**config.mk**
```make
export PLATFORM = sky130hd
export DESIGN_NAME = ped_signal
export DESIGN_NICKNAME = d
export VERILOG_FILES = /design/src/rtl/ped_signal.sv
export SDC_FILE = /design/constraint.sdc
export NUM_CORES = 1
export LEC_CHECK = 0
export ABC_AREA = 1
export BUFFER_PORTS_ARGS = -buffer_cell sky130_fd_sc_hd__buf_4
export CORE_ASPECT_RATIO = 0.8
export CORE_MARGIN = 5
export CORE_UTILIZATION = 49
export DETAILED_ROUTE_END_ITERATION = 8
export GPL_TIMING_DRIVEN = 0
export HOLD_SLACK_MARGIN = 0.1
export PLACE_DENSITY = 0.72
export SYNTH_ARGS = -nofsm -noshare
export SYNTH_HDL_FRONTEND = slang
export SYNTH_SLANG_ARGS = --single-unit
```
**constraint.sdc**
```tcl
create_clock -name clk -period 1.55 [get_ports clk]
set_input_delay 0 -clock clk [delete_from_list [all_inputs] [get_ports clk]]
set_output_delay 0 -clock clk [all_outputs]
set_load 0.01 [all_outputs]
```
**src/rtl/ped_signal.sv**
```systemverilog
// rtl/ped_signal.sv - pedestrian WALK/DON'T WALK controller slaved to vehicle red_light
// Grants walk for a full vehicle red phase only and aborts with a fault pulse if red drops early.
module ped_signal #(
   parameter int WALK_TICKS  = 8,
   parameter int CLEAR_TICKS = 6,
   parameter int DEB_CYCLES  = 3
) (
   input  logic       clk,
   input  logic       rst,
   input  logic       tick,
   input  logic       red_light,
   input  logic       btn,
   output logic       walk,
   output logic       dont_walk,
   output logic [3:0] countdown,
   output logic       req_pending,
   output logic       fault
);

   typedef enum logic [1:0] {ST_STOP, ST_WAIT, ST_WALK, ST_CLEAR} state_t;

   localparam logic [3:0] DEB_MAX    = 4'(DEB_CYCLES);
   localparam logic [3:0] WALK_LOAD  = 4'(WALK_TICKS - 1);
   localparam logic [3:0] CLEAR_LOAD = 4'(CLEAR_TICKS - 1);

   state_t     state, state_nx;
   logic       sync1, sync2;
   logic [3:0] deb_cnt;
   logic       press;
   logic       red_q;
   logic       red_rise;
   logic [3:0] cnt, cnt_nx;
   logic       flash, flash_nx;
   logic       abort;

   // Debounce saturates at DEB_MAX so a held button yields exactly one press pulse.
   always_ff @(posedge clk) begin
      if (rst) begin
         sync1   <= 1'b0;
         sync2   <= 1'b0;
         deb_cnt <= 4'd0;
         press   <= 1'b0;
      end else begin
         sync1 <= btn;
         sync2 <= sync1;
         if (!sync2)
            deb_cnt <= 4'd0;
         else if (deb_cnt != DEB_MAX)
            deb_cnt <= deb_cnt + 4'd1;
         press <= sync2 && (deb_cnt == DEB_MAX - 4'd1);
      end
   end

   assign red_rise = red_light & ~red_q;

   always_comb begin
      state_nx = state;
      cnt_nx   = cnt;
      flash_nx = flash;
      abort    = 1'b0;
      case (state)
         ST_STOP: begin
            if (press)
               state_nx = ST_WAIT;
         end
         ST_WAIT: begin
            if (red_rise) begin
               state_nx = ST_WALK;
               cnt_nx   = WALK_LOAD;
            end
         end
         ST_WALK: begin
            if (!red_light) begin
               abort    = 1'b1;
               state_nx = ST_STOP;
               cnt_nx   = 4'd0;
            end else if (tick) begin
               if (cnt == 4'd0) begin
                  state_nx = ST_CLEAR;
                  cnt_nx   = CLEAR_LOAD;
                  flash_nx = 1'b1;
               end else begin
                  cnt_nx = cnt - 4'd1;
               end
            end
         end
         ST_CLEAR: begin
            if (!red_light) begin
               abort    = 1'b1;
               state_nx = ST_STOP;
               cnt_nx   = 4'd0;
               flash_nx = 1'b1;
            end else if (tick) begin
               if (cnt == 4'd0) begin
                  state_nx = ST_STOP;
                  flash_nx = 1'b1;
               end else begin
                  cnt_nx   = cnt - 4'd1;
                  flash_nx = ~flash;
               end
            end
         end
         default: begin
            state_nx = ST_STOP;
            cnt_nx   = 4'd0;
            flash_nx = 1'b1;
         end
      endcase
   end

   // Lamp outputs are decoded from next-state so they change on the same edge as the state.
   always_ff @(posedge clk) begin
      if (rst) begin
         state       <= ST_STOP;
         cnt         <= 4'd0;
         flash       <= 1'b1;
         red_q       <= 1'b1;
         walk        <= 1'b0;
         dont_walk   <= 1'b1;
         countdown   <= 4'd0;
         req_pending <= 1'b0;
         fault       <= 1'b0;
      end else begin
         state       <= state_nx;
         cnt         <= cnt_nx;
         flash       <= flash_nx;
         red_q       <= red_light;
         walk        <= (state_nx == ST_WALK);
         dont_walk   <= (state_nx == ST_CLEAR) ? flash_nx : (state_nx != ST_WALK);
         countdown   <= (state_nx == ST_CLEAR) ? cnt_nx : 4'd0;
         req_pending <= (state_nx == ST_WAIT);
         fault       <= abort;
      end
   end

endmodule
```
==> summary.md, run 1 <==
| Metric | Value |
|---|---|
| Synth Register Bits | `23` |
| Initial antenna violation count | `0` |
| Lkg Pwr | `0.575 nW` |
| Final slew viol count | `0` |
| I/O Buffers | `12` |
| Synth unique cells | `21` |
| Vias per cell | `5.19` |
| Crit path max fanout | `4` |
| Endpoints failing setup | `0` |
| Least-Margin Pin Slew | `0.243 ns` |
| Min-delay src | `sync1` |
| Clock Latency Late Sink | `0.31 ns` |
| Min Clock Period, post-route | `1.49 ns` |
| Synthesized net count | `143` |
| Cell breakdown of the critical path | `inv_4, ha_4, buf_4, buf_4, nand2_1, xor2_1, nand3_1, nand2_1, o21ai_0, nor2_1` |
| Final Non-Filler Cells | `183` |
| Layout Skew | `0.0134 ns` |
| Area contributors post-synth | `dfxtp_1 46%, nand2_1 11%, nor2_1 6.7%` |
| Hold path cells | `2` |
| Setup Crit Path Kind | `register to register` |
| CP Capture Type | `register` |
| Net count, final | `169` |
| Total track usage | `14.1%` |
| Row count | `14` |
| Die X | `60.6 um` |
| # clock sinks | `23` |
| Synth Cell Area | `1000 um2` |
| CTS tree | `yes` |
| Area leader, netlist | `dfxtp_1` |
| Core Area | `1910 um2` |
| Root buf cell | `clkbuf_4` |
| Total wire length | `2120 um` |
| Drt pass-1 iters | `5` |
| Clock buffer depth | `2` |
| CP Data Required Time | `1.80 ns` |
| Slowest CP cell | `dfxtp_4` |
| Power Density | `714 nW/um2` |
| IO Pins | `13` |
| Finished Cell Area | `1270 um2` |
| Post-synth top area share | `45.9%` |
| DRT iter0 DRCs | `49` |
| Register area share after synthesis | `45.9%` |
| Synth warn | `0` |
| Max VDD drop | `0.750 mV` |
| Total power draw | `0.000906 W` |
| Gr ovfl total | `0` |
| Final period util | `96.1%` |
| DIE AREA | `3060 um2` |
| Max-cap violations | `0` |
| CTS HTree Levels | `1` |
| Ratio of cells with drive above 1 in the final layout | `22.0%` |
| Crit Reg-Reg Endpoint | `countdown[2]` |
| Slew HR | `83.6%` |
| Cell Area, Placed | `1120 um2` |
| Syn Area/Cell | `7.49 um2` |
| Element type at the critical path start | `register` |
| CTS Buf Count | `3` |
| DRC | `0` |
| Worst EP arrival | `1.74 ns` |
| Clock slew at reported path FFs | `0.12 ns` |
| Synthesized instance count | `134` |
| HPWL after DPL | `1460 um` |
| Reg-to-Reg Start | `cnt[0]` |
| Hold endpoint | `sync2` |
| Worst R2R Setup Slack | `0.06 ns` |
| Die Span Y | `50.5 um` |
| Max frequency | `671 MHz` |
| Largest net degree at the start of global routing | `13` |
| Diodes inserted | `0` |
| RSZ-0062 raised after global routing | `yes` |
| Drt wl/cell | `11.6 um` |
| Post-route ant nets | `0` |
| Final-report hold violation count | `0` |
| Status | `finished clean` |
| Dpl cells | `170` |
| R2R cell count | `10` |
| Number of global-route vias before repair | `833` |
| Worst Hold Class | `register to register` |
| First-pass GRT wire length | `3280 um` |
| Initial Util | `52.6%` |
| Area growth syn-to-layout | `26.4%` |
| Vias | `950` |
| Critical Path Max Stage Delay | `0.41 ns` |
| Gp weighted congestion | `0.798` |
==> what timing repair did <==
action | CTS | global route
pin swaps | 0 | 2
hold buffers | 4 | 0
setup buffers | 0 | 5
endpoints found under the setup margin | 2 | 2
gates resized for setup | 5 | 6
hold endpoints to repair | 9 | 0
==> cell type report <==
cell class                 instances  area (um2)
fill                             171         641
multi-input combinational         93         508
sequential                        23         465
timing repair buffer              21         168
inverter                          17        66.3
tap                               24        30.0
clock buffer                       4        26.3
buffer                             1        5.00
==> placed cells by master, fill, tap and decap left out, drive strengths merged, types with 3 or more instances in the layout <==
cell type / synthesis / routed
dlygate4sd3: 0 / 4
clkbuf: 0 / 4
ha: 4 / 4
nor2: 20 / 20
nand4: 3 / 3
buf: 1 / 18
nand2: 29 / 29
dfxtp: 23 / 23
a21oi: 9 / 9
o21ai: 9 / 9
nand3: 12 / 12
inv: 17 / 17
==> cells by family after synthesis <==
family / share of synthesized area (%)
and+or+nand+nor: 30.2
DFF: 45.9
AOI/OAI and AO/OA: 10.4
buffers and inverters: 6.86
adders and majority gates: 4.99
xor gates and xnor gates: 1.75
==> worst max-delay path, delay by kind of cell (launching register included) <==
family	cells	cell delay, ns
flip-flops	1	0.41
AND/OR/NAND/NOR	4	0.30
XOR/XNOR	1	0.14
AO/OA/AOI/OAI	1	0.10
adder cells (fa/ha/maj)	1	0.17
buffers and inverters	3	0.30
==> Yosys cell counts <==
library cell	n
ha_1	4
inv_2	2
o21ai_0	8
a21oi_2	1
and3_1	1
nand4_1	3
xor2_1	1
nor2_1	18
o22ai_1	1
nand3_1	12
buf_2	1
nand2_1	29
xnor2_1	1
or2_2	1
o21ai_2	1
nor3_1	1
inv_1	15
a21oi_1	8
dfxtp_1	23
nor2_4	2
nand3b_1	1
==> report_power, final <==
| part | switching, W | leakage [nW] | internal [W] | total, W |
|---|---|---|---|---|
| Sequential | 0.00000257 | 0.187 | 0.000594 | 0.000596 |
| Clock | 0.000165 | 0.0150 | 0.000100 | 0.000265 |
| Combinational | 0.0000239 | 0.372 | 0.0000205 | 0.0000444 |
==> routing by layer <==
layer	global-route usage, %	routed length (um)	part of all wire [%]	up-vias
li1	-	-	-	482
met5	0	0	0	-
met4	6.86	69	3.3	0
met1	17.6	899	42	411
met2	21.4	992	47	47
met3	5.13	160	7.5	10
==> per-stage QoR <==
stage	worst slack, ns	setup TNS (ns)	util (%)	hold slack, ns
3_5_place_dp	-0.186	-0.372	58.8	0.207
5_1_grt	-0.0252	-0.0666	66.4	0.455
4_1_cts	0.00667	0	63.4	0.415
6_report	0.0601	0	66.4	0.411
3_3_place_gp	-0.120	-0.235	58.8	0.205
2_1_floorplan	0.0550	0	-	0.0691
==> how the worst max path moves through the flow <==
stage | from | to | slack [ns]
5_1_grt | cnt[0] | countdown[0] | -0.03
3_5_place_dp | cnt[0] | countdown[0] | -0.19
4_1_cts | cnt[0] | countdown[0] | 0.007
2_1_floorplan | cnt[0] | cnt[0] | 0.06
6_report | cnt[0] | countdown[2] | 0.06
3_3_place_gp | cnt[0] | countdown[0] | -0.12
==> sequential cells by signal, indices dropped and copies added, names as in the netlist <==
signal,count
press,1
sync1,1
deb_cnt,4
flash,1
sync2,1
walk,1
cnt,4
fault,1
red_q,1
dont_walk,1
req_pending,1
state,2
countdown,4
Note: power is estimated with default switching activity, not from simulation.
==> run 2: changes to the inputs <==
CTS_BUF_LIST = sky130_fd_sc_hd__clkbuf_16   (was not set)
==> run 2 against run 1 <==
Compared with the run above:
- sequential power about the same
- setup slack improved by 0.016 ns
- non-clock buffer count increased by 1
- cell count increased by 0.55%
- clock skew decreased by 0.0089 ns
- via count decreased by 0.74%
- clock power increased by 100%
- combinational power increased by 6.5%
- largest power group unchanged
==> summary.md, run 2 (synthesized netlist as in run 1, its figures left out) <==
| Metric | Value |
|---|---|
| Layout Skew | `0.00449 ns (was 0.0134 ns)` |
| Most frequent cells in the layout | `28 x nand2_1, 21 x dfxtp_1, 18 x nor2_1, 17 x buf_4, 14 x inv_1 (unchanged)` |
| Slew HR | `83.0% (was 83.6%)` |
| Clock Latency Late Sink | `0.26 ns (was 0.31 ns)` |
| Area growth syn-to-layout | `32.7% (was 26.4%)` |
| Worst EP arrival | `1.62 ns (was 1.74 ns)` |
| # clock sinks | `23 (unchanged)` |
| Clock slew at reported path FFs | `0.06 ns (was 0.12 ns)` |
| CP most frequent cell | `nand2_1` |
| Status | `finished clean (unchanged)` |
| Power Density | `891 nW/um2 (was 714 nW/um2)` |
| Core Area | `1910 um2 (unchanged)` |
| CTS HTree Levels | `1 (unchanged)` |
| Critical Path Max Stage Delay | `0.38 ns (was 0.41 ns)` |
| CP Capture Type | `register (unchanged)` |
| Reg-to-Reg Start | `cnt[0] (unchanged)` |
| Row count | `14 (unchanged)` |
| Vias per cell | `5.13 (was 5.19)` |
| DRT iter0 DRCs | `53 (was 49)` |
| Crit path max fanout | `4 (unchanged)` |
| Dpl cells | `170 (unchanged)` |
| P_int | `0.000960 W (was 0.000714 W)` |
| IO Pins | `13 (unchanged)` |
| Lkg Pwr | `0.608 nW (was 0.575 nW)` |
| WHS | `0.405 ns (was 0.411 ns)` |
| Largest net degree at the start of global routing | `13 (unchanged)` |
| P_sw | `0.000226 W (was 0.000191 W)` |
| Setup Crit Path Kind | `register to register (unchanged)` |
| Clock share of power | `45.7% (was 29.3%)` |
| Element type at the critical path start | `register (unchanged)` |
| Comb power frac | `4.0% (was 4.9%)` |
| Commonest non-fill, non-tap cell in the layout | `nand2_1 (unchanged)` |
| Hold endpoint | `sync2 (unchanged)` |
| Sequential power share | `50.3% (was 65.8%)` |
| Total wire length | `2190 um (was 2120 um)` |
| Max-cap violations | `0 (unchanged)` |
| DRC | `0 (unchanged)` |
| Min Clock Period, post-route | `1.47 ns (was 1.49 ns)` |
| Gr ovfl total | `0 (unchanged)` |
| CTS Buf Count | `3 (unchanged)` |
| Root buf cell | `clkbuf_16 (was clkbuf_4)` |
| Die X | `60.6 um (unchanged)` |
| HPWL after DPL | `1460 um (unchanged)` |
| CTS tree | `yes (unchanged)` |
| Regs by FF count | `cnt: 4 flops, countdown: 4 flops, deb_cnt: 4 flops (unchanged)` |
| DIE AREA | `3060 um2 (unchanged)` |
| Net count, final | `170 (was 169)` |
| Diodes inserted | `0 (unchanged)` |
| Final Non-Filler Cells | `184 (was 183)` |
| Cell breakdown of the critical path | `inv_4, ha_4, nand2_2, ha_4, nand2_1, o21ai_0, nand2_1, nand2_1, o22ai_2, nor2_1 (was inv_4, ha_4, buf_4, buf_4, nand2_1, xor2_1, nand3_1, nand2_1, o21ai_0, nor2_1)` |
| Initial antenna violation count | `0 (unchanged)` |
| Final period util | `95.1% (was 96.1%)` |
| Sw Ratio | `19.0% (was 21.1%)` |
| Buffers & Inverters on Critical Path | `1 (was 3)` |
| Delay-heaviest family, CP | `flip-flops (unchanged)` |
| Clock buffer depth | `2 (unchanged)` |
| Total track usage | `14.2% (was 14.1%)` |
| Ratio of cells with drive above 1 in the final layout | `22.5% (was 22.0%)` |
| R2R cell count | `10 (unchanged)` |
| Final slew viol count | `0 (unchanged)` |
| Worst R2R Setup Slack | `0.08 ns (was 0.06 ns)` |
| Crit Reg-Reg Endpoint | `countdown[0] (was countdown[2])` |
| CP Data Required Time | `1.70 ns (was 1.80 ns)` |
| First-pass GRT wire length | `3320 um (was 3280 um)` |
| Worst Hold Class | `register to register (unchanged)` |
| Max frequency | `679 MHz (was 671 MHz)` |
| Hold path cells | `2 (unchanged)` |
| Max VDD drop | `0.843 mV (was 0.750 mV)` |
| TNS Setup | `0 ns (unchanged)` |
| Min-delay src | `sync1 (unchanged)` |
| Number of global-route vias before repair | `827 (was 833)` |
| Util after Layout | `69.7% (was 66.4%)` |
| Post-route ant nets | `0 (unchanged)` |
| Slowest CP cell | `dfxtp_4 (unchanged)` |
| Endpoints failing setup | `0 (unchanged)` |
| Gp weighted congestion | `0.798 (unchanged)` |
| Least-Margin Pin Slew | `0.254 ns (was 0.243 ns)` |
| Final-report hold violation count | `0 (unchanged)` |
| Die Span Y | `50.5 um (unchanged)` |
| Drt pass-1 iters | `4 (was 5)` |
| Initial Util | `52.6% (unchanged)` |
| I/O Buffers | `12 (unchanged)` |
| Drt wl/cell | `11.9 um (was 11.6 um)` |
| Vias | `943 (was 950)` |
run 2: final cells by class:
cell class,instances,area (um2)
Buffer,1,5.00
Clock buffer,3,75.1
Clock inverter,1,3.75
Fill cell,155,578
Inverter,17,66.3
Multi-Input combinational cell,93,508
Sequential cell,23,465
Tap cell,24,30.0
Timing Repair Buffer,22,178
run 2: worst min-delay path, cell delays in order (launching register included):
cell and delay, ns:
dfxtp_1 0.29, inv_1 0.04, nor2_1 0.03
run 2: through the flow:
step | instance area [um2] | setup slack (ns) | total power (W)
after global placement | 1120 | -0.120 | 0.000645
after detailed placement | 1120 | -0.186 | 0.000647
after CTS | 1270 | 0.0105 | 0.00119
after floorplan | 1000 | 0.0550 | 0.000629
final | 1330 | 0.0766 | 0.00119
after global routing | 1330 | -0.00962 | 0.00123
run 2: metal layers:
metal | up-vias | share of wire, % | GRT usage [%]
met5 | - | 0 | 0
met4 | 0 | 1.6 | 5.05
met3 | 4 | 6.4 | 4.62
met2 | 25 | 48 | 21.9
li1 | 485 | - | -
met1 | 429 | 44 | 18.4
run 2: how the worst max path moves through the flow:
stage / from / end / slack, ns / depth (start not counted)
2_1_floorplan: cnt[0] / cnt[0] / 0.06 / 10
3_3_place_gp: cnt[0] / countdown[0] / -0.12 / 10
3_5_place_dp: cnt[0] / countdown[0] / -0.19 / 10
4_1_cts: cnt[0] / countdown[0] / 0.01 / 10
5_1_grt: cnt[0] / countdown[0] / -0.01 / 10
6_report: cnt[0] / countdown[0] / 0.08 / 10
run 2: repair_timing:
action | 4_1_cts | 5_1_grt
endpoints found under the hold margin | 9 | 0
resized for setup | 5 | 6
buffers inserted | 0 | 5
gates cloned | 0 | 0
pin swaps | 0 | 2
endpoints found under the setup margin | 2 | 2
hold buffers | 5 | 0
run 2: power groups by stage:
stage	Sequential, W	Combinational (W)	Clock (W)
final	0.000597	0.0000473	0.000542
after global routing	0.000597	0.0000513	0.000577
after CTS	0.000598	0.0000455	0.000547
after detailed placement	0.000611	0.0000352	0
after global placement	0.000611	0.0000341	0
after floorplan	0.000611	0.0000181	0
==> run 3: changes to the inputs <==
CORE_MARGIN = 8   (was 5)
HOLD_SLACK_MARGIN = not set   (was 0.1)
==> run 3 against run 2 <==
Compared with the run above:
- final area shrank 1.4%
- global-route usage fell by 2.1 points
- clock-buffer cell count stayed put
- worst hold slack worse by 0.40 ns
- setup slack improved by 0.028 ns
- fmax grew 1.9%
- flip-flop and latch count unchanged
- sequential share of layout area increased by 0.50 points
- first-iteration DRC count increased by 11%
- critical path depth stayed put
- combinational power decreased by 12%
- largest cell class unchanged
- highest routed layer unchanged
==> summary.md, run 3 (synthesized netlist as in run 1, its figures left out) <==
| Metric | Value |
|---|---|
| Root buf cell | `clkbuf_16 (unchanged)` |
| Endpoints failing setup | `0 (unchanged)` |
| Net count, final | `168 (was 170)` |
| Ratio of cells with drive above 1 in the final layout | `23.4% (was 22.5%)` |
| Power Density | `904 nW/um2 (was 891 nW/um2)` |
| Final Non-Filler Cells | `182 (was 184)` |
| Buffers & Inverters on Critical Path | `1 (unchanged)` |
| Critical Path Start | `cnt[0] (unchanged)` |
| Element type at the critical path start | `register (unchanged)` |
| Setup Crit Path Kind | `register to register (unchanged)` |
| Total power draw | `0.00119 W (about the same)` |
| Critical Path Max Stage Delay | `0.36 ns (was 0.38 ns)` |
| Clock Latency Late Sink | `0.25 ns (was 0.26 ns)` |
| Row count | `14 (unchanged)` |
| Hold path cells | `3 (was 2)` |
| Crit path max fanout | `3 (was 4)` |
| Post-route ant nets | `0 (unchanged)` |
| Crit Reg-Reg Endpoint | `countdown[0] (unchanged)` |
| Dpl cells | `170 (unchanged)` |
| CP Capture Type | `register (unchanged)` |
| Reg-to-Reg Start | `cnt[0] (unchanged)` |
| Final-report hold violation count | `0 (unchanged)` |
| Commonest non-fill, non-tap cell in the layout | `nand2_1 (unchanged)` |
| Die Span Y | `56.5 um (was 50.5 um)` |
| IO Pins | `13 (unchanged)` |
| Clock slew at reported path FFs | `0.06 ns (about the same)` |
| Min Clock Period, post-route | `1.45 ns (was 1.47 ns)` |
| Die X | `66.6 um (was 60.6 um)` |
| I/O Buffers | `12 (unchanged)` |
| HPWL after DPL | `1580 um (was 1460 um)` |
| Cell Area, Placed | `1120 um2 (unchanged)` |
| Diodes inserted | `0 (unchanged)` |
| Pre-CTS WS | `-0.214 ns (was -0.186 ns)` |
| Least-Margin Pin Slew | `0.242 ns (was 0.254 ns)` |
| CP Data Required Time | `1.73 ns (was 1.70 ns)` |
| Final slew viol count | `0 (unchanged)` |
| Drt pass-1 iters | `4 (unchanged)` |
| Initial antenna violation count | `0 (unchanged)` |
| Final worst setup slack | `0.104 ns (was 0.0766 ns)` |
| Final period util | `93.3% (was 95.1%)` |
| Worst Hold Class | `input pin to register (was register to register)` |
| Min-delay src | `red_light (was sync1)` |
| DRC | `0 (unchanged)` |
| Cell breakdown of the critical path | `inv_4, ha_4, nand2_2, ha_4, nand2_1, o21ai_1, nand2_1, nand2_1, o22ai_2, nor2_1 (was inv_4, ha_4, nand2_2, ha_4, nand2_1, o21ai_0, nand2_1, nand2_1, o22ai_2, nor2_1)` |
| DIE AREA | `3760 um2 (was 3060 um2)` |
| Slew HR | `83.7% (was 83.0%)` |
| Regs by FF count | `cnt: 4 flops, countdown: 4 flops, deb_cnt: 4 flops (unchanged)` |
| CTS tree | `yes (unchanged)` |
| CTS Buf Count | `3 (unchanged)` |
| RSZ-0062 raised after global routing | `no` |
| Initial Util | `52.6% (unchanged)` |
| Worst R2R Setup Slack | `0.10 ns (was 0.08 ns)` |
| CP most frequent cell | `nand2_1 (unchanged)` |
| Worst EP arrival | `1.63 ns (was 1.62 ns)` |
| Gr ovfl total | `0 (unchanged)` |
| Vias per cell | `5.14 (was 5.13)` |
| First-pass GRT wire length | `3600 um (was 3320 um)` |
| Clock buffer depth | `2 (unchanged)` |
| Gp weighted congestion | `0.894 (was 0.798)` |
| R2R cell count | `10 (unchanged)` |
| Total wire length | `2190 um (about the same)` |
| WHS | `0.00688 ns (was 0.405 ns)` |
| Number of global-route vias before repair | `871 (was 827)` |
| CTS HTree Levels | `1 (unchanged)` |
| Core Area | `1910 um2 (unchanged)` |
| Lkg Pwr | `0.598 nW (was 0.608 nW)` |
| Drt wl/cell | `12.0 um (was 11.9 um)` |
| Max frequency | `692 MHz (was 679 MHz)` |
| Max VDD drop | `0.785 mV (was 0.843 mV)` |
| Area growth syn-to-layout | `30.8% (was 32.7%)` |
| Hold endpoint | `red_q (was sync2)` |
| Finished Cell Area | `1310 um2 (was 1330 um2)` |
| Largest net degree at the start of global routing | `14 (was 13)` |
| DRT iter0 DRCs | `59 (was 53)` |
| Most frequent cells in the layout | `28 x nand2_1, 21 x dfxtp_1, 18 x nor2_1, 17 x buf_4, 13 x inv_1 (was 28 x nand2_1, 21 x dfxtp_1, 18 x nor2_1, 17 x buf_4, 14 x inv_1)` |
| Max-cap violations | `0 (unchanged)` |
| Delay-heaviest family, CP | `adder cells (was flip-flops)` |
| Status | `finished clean (unchanged)` |
| Vias | `936 (was 943)` |
| Slowest CP cell | `dfxtp_4 (unchanged)` |
| Layout Skew | `0.00197 ns (was 0.00449 ns)` |
| Total track usage | `12.1% (was 14.2%)` |
| # clock sinks | `23 (unchanged)` |
==> run 3: worst max path at each step <==
stage / end / slack, ns / cells after the start
6_report: countdown[0] / 0.10 / 10
5_1_grt: countdown[0] / 0.003 / 10
4_1_cts: countdown[0] / 0.0005 / 10
3_5_place_dp: cnt[0] / -0.21 / 10
3_3_place_gp: countdown[0] / -0.12 / 10
2_1_floorplan: cnt[0] / 0.06 / 10
==> run 3: layer usage <==
layer	wire length, um	GRT usage, %	share of wire [%]
met1	1010	13.9	46
met2	1050	19.8	48
met3	82	3.56	3.7
met4	46	5.47	2.1
met5	0	0	0
==> run 3: where the power goes <==
group / switching (W) / total [W] / internal (W) / leakage, nW
clock network: 0.000202 / 0.000549 / 0.000347 / 0.0409
logic: 0.0000228 / 0.0000415 / 0.0000188 / 0.370
registers: 0.00000257 / 0.000597 / 0.000594 / 0.187
==> run 3: area by class of cell <==
class | count | area, um2
inverters | 17 | 66.3
clock inverters | 1 | 5.00
plain buffers | 1 | 5.00
clock buffers | 3 | 75.1
flip-flops and latches | 23 | 465
fillers | 172 | 597
multi-input cells | 93 | 508
well taps | 24 | 30.0
repair buffers | 20 | 158
==> run 3: what timing repair did <==
action / CTS / global route
buffers inserted: 0 / 5
endpoints found under the setup margin: 2 / 2
resized for setup: 5 / 7
hold buffers: 3 / 0
endpoints found under the hold margin: 6 / 0
pin swaps: 0 / 4
==> run 3: per-stage QoR <==
step	TNS [ns]	util [%]
after floorplan	0	-
after global placement	-0.241	58.8
after detailed placement	-0.418	58.8
after CTS	0	65.7
after global routing	0	68.7
final	0	68.7
==> run 3: worst min-delay path, delay by kind of cell <==
family	cells	cell delay [ns]
buffers and inverters	2	0.16
AND/OR/NAND/NOR	1	0.07
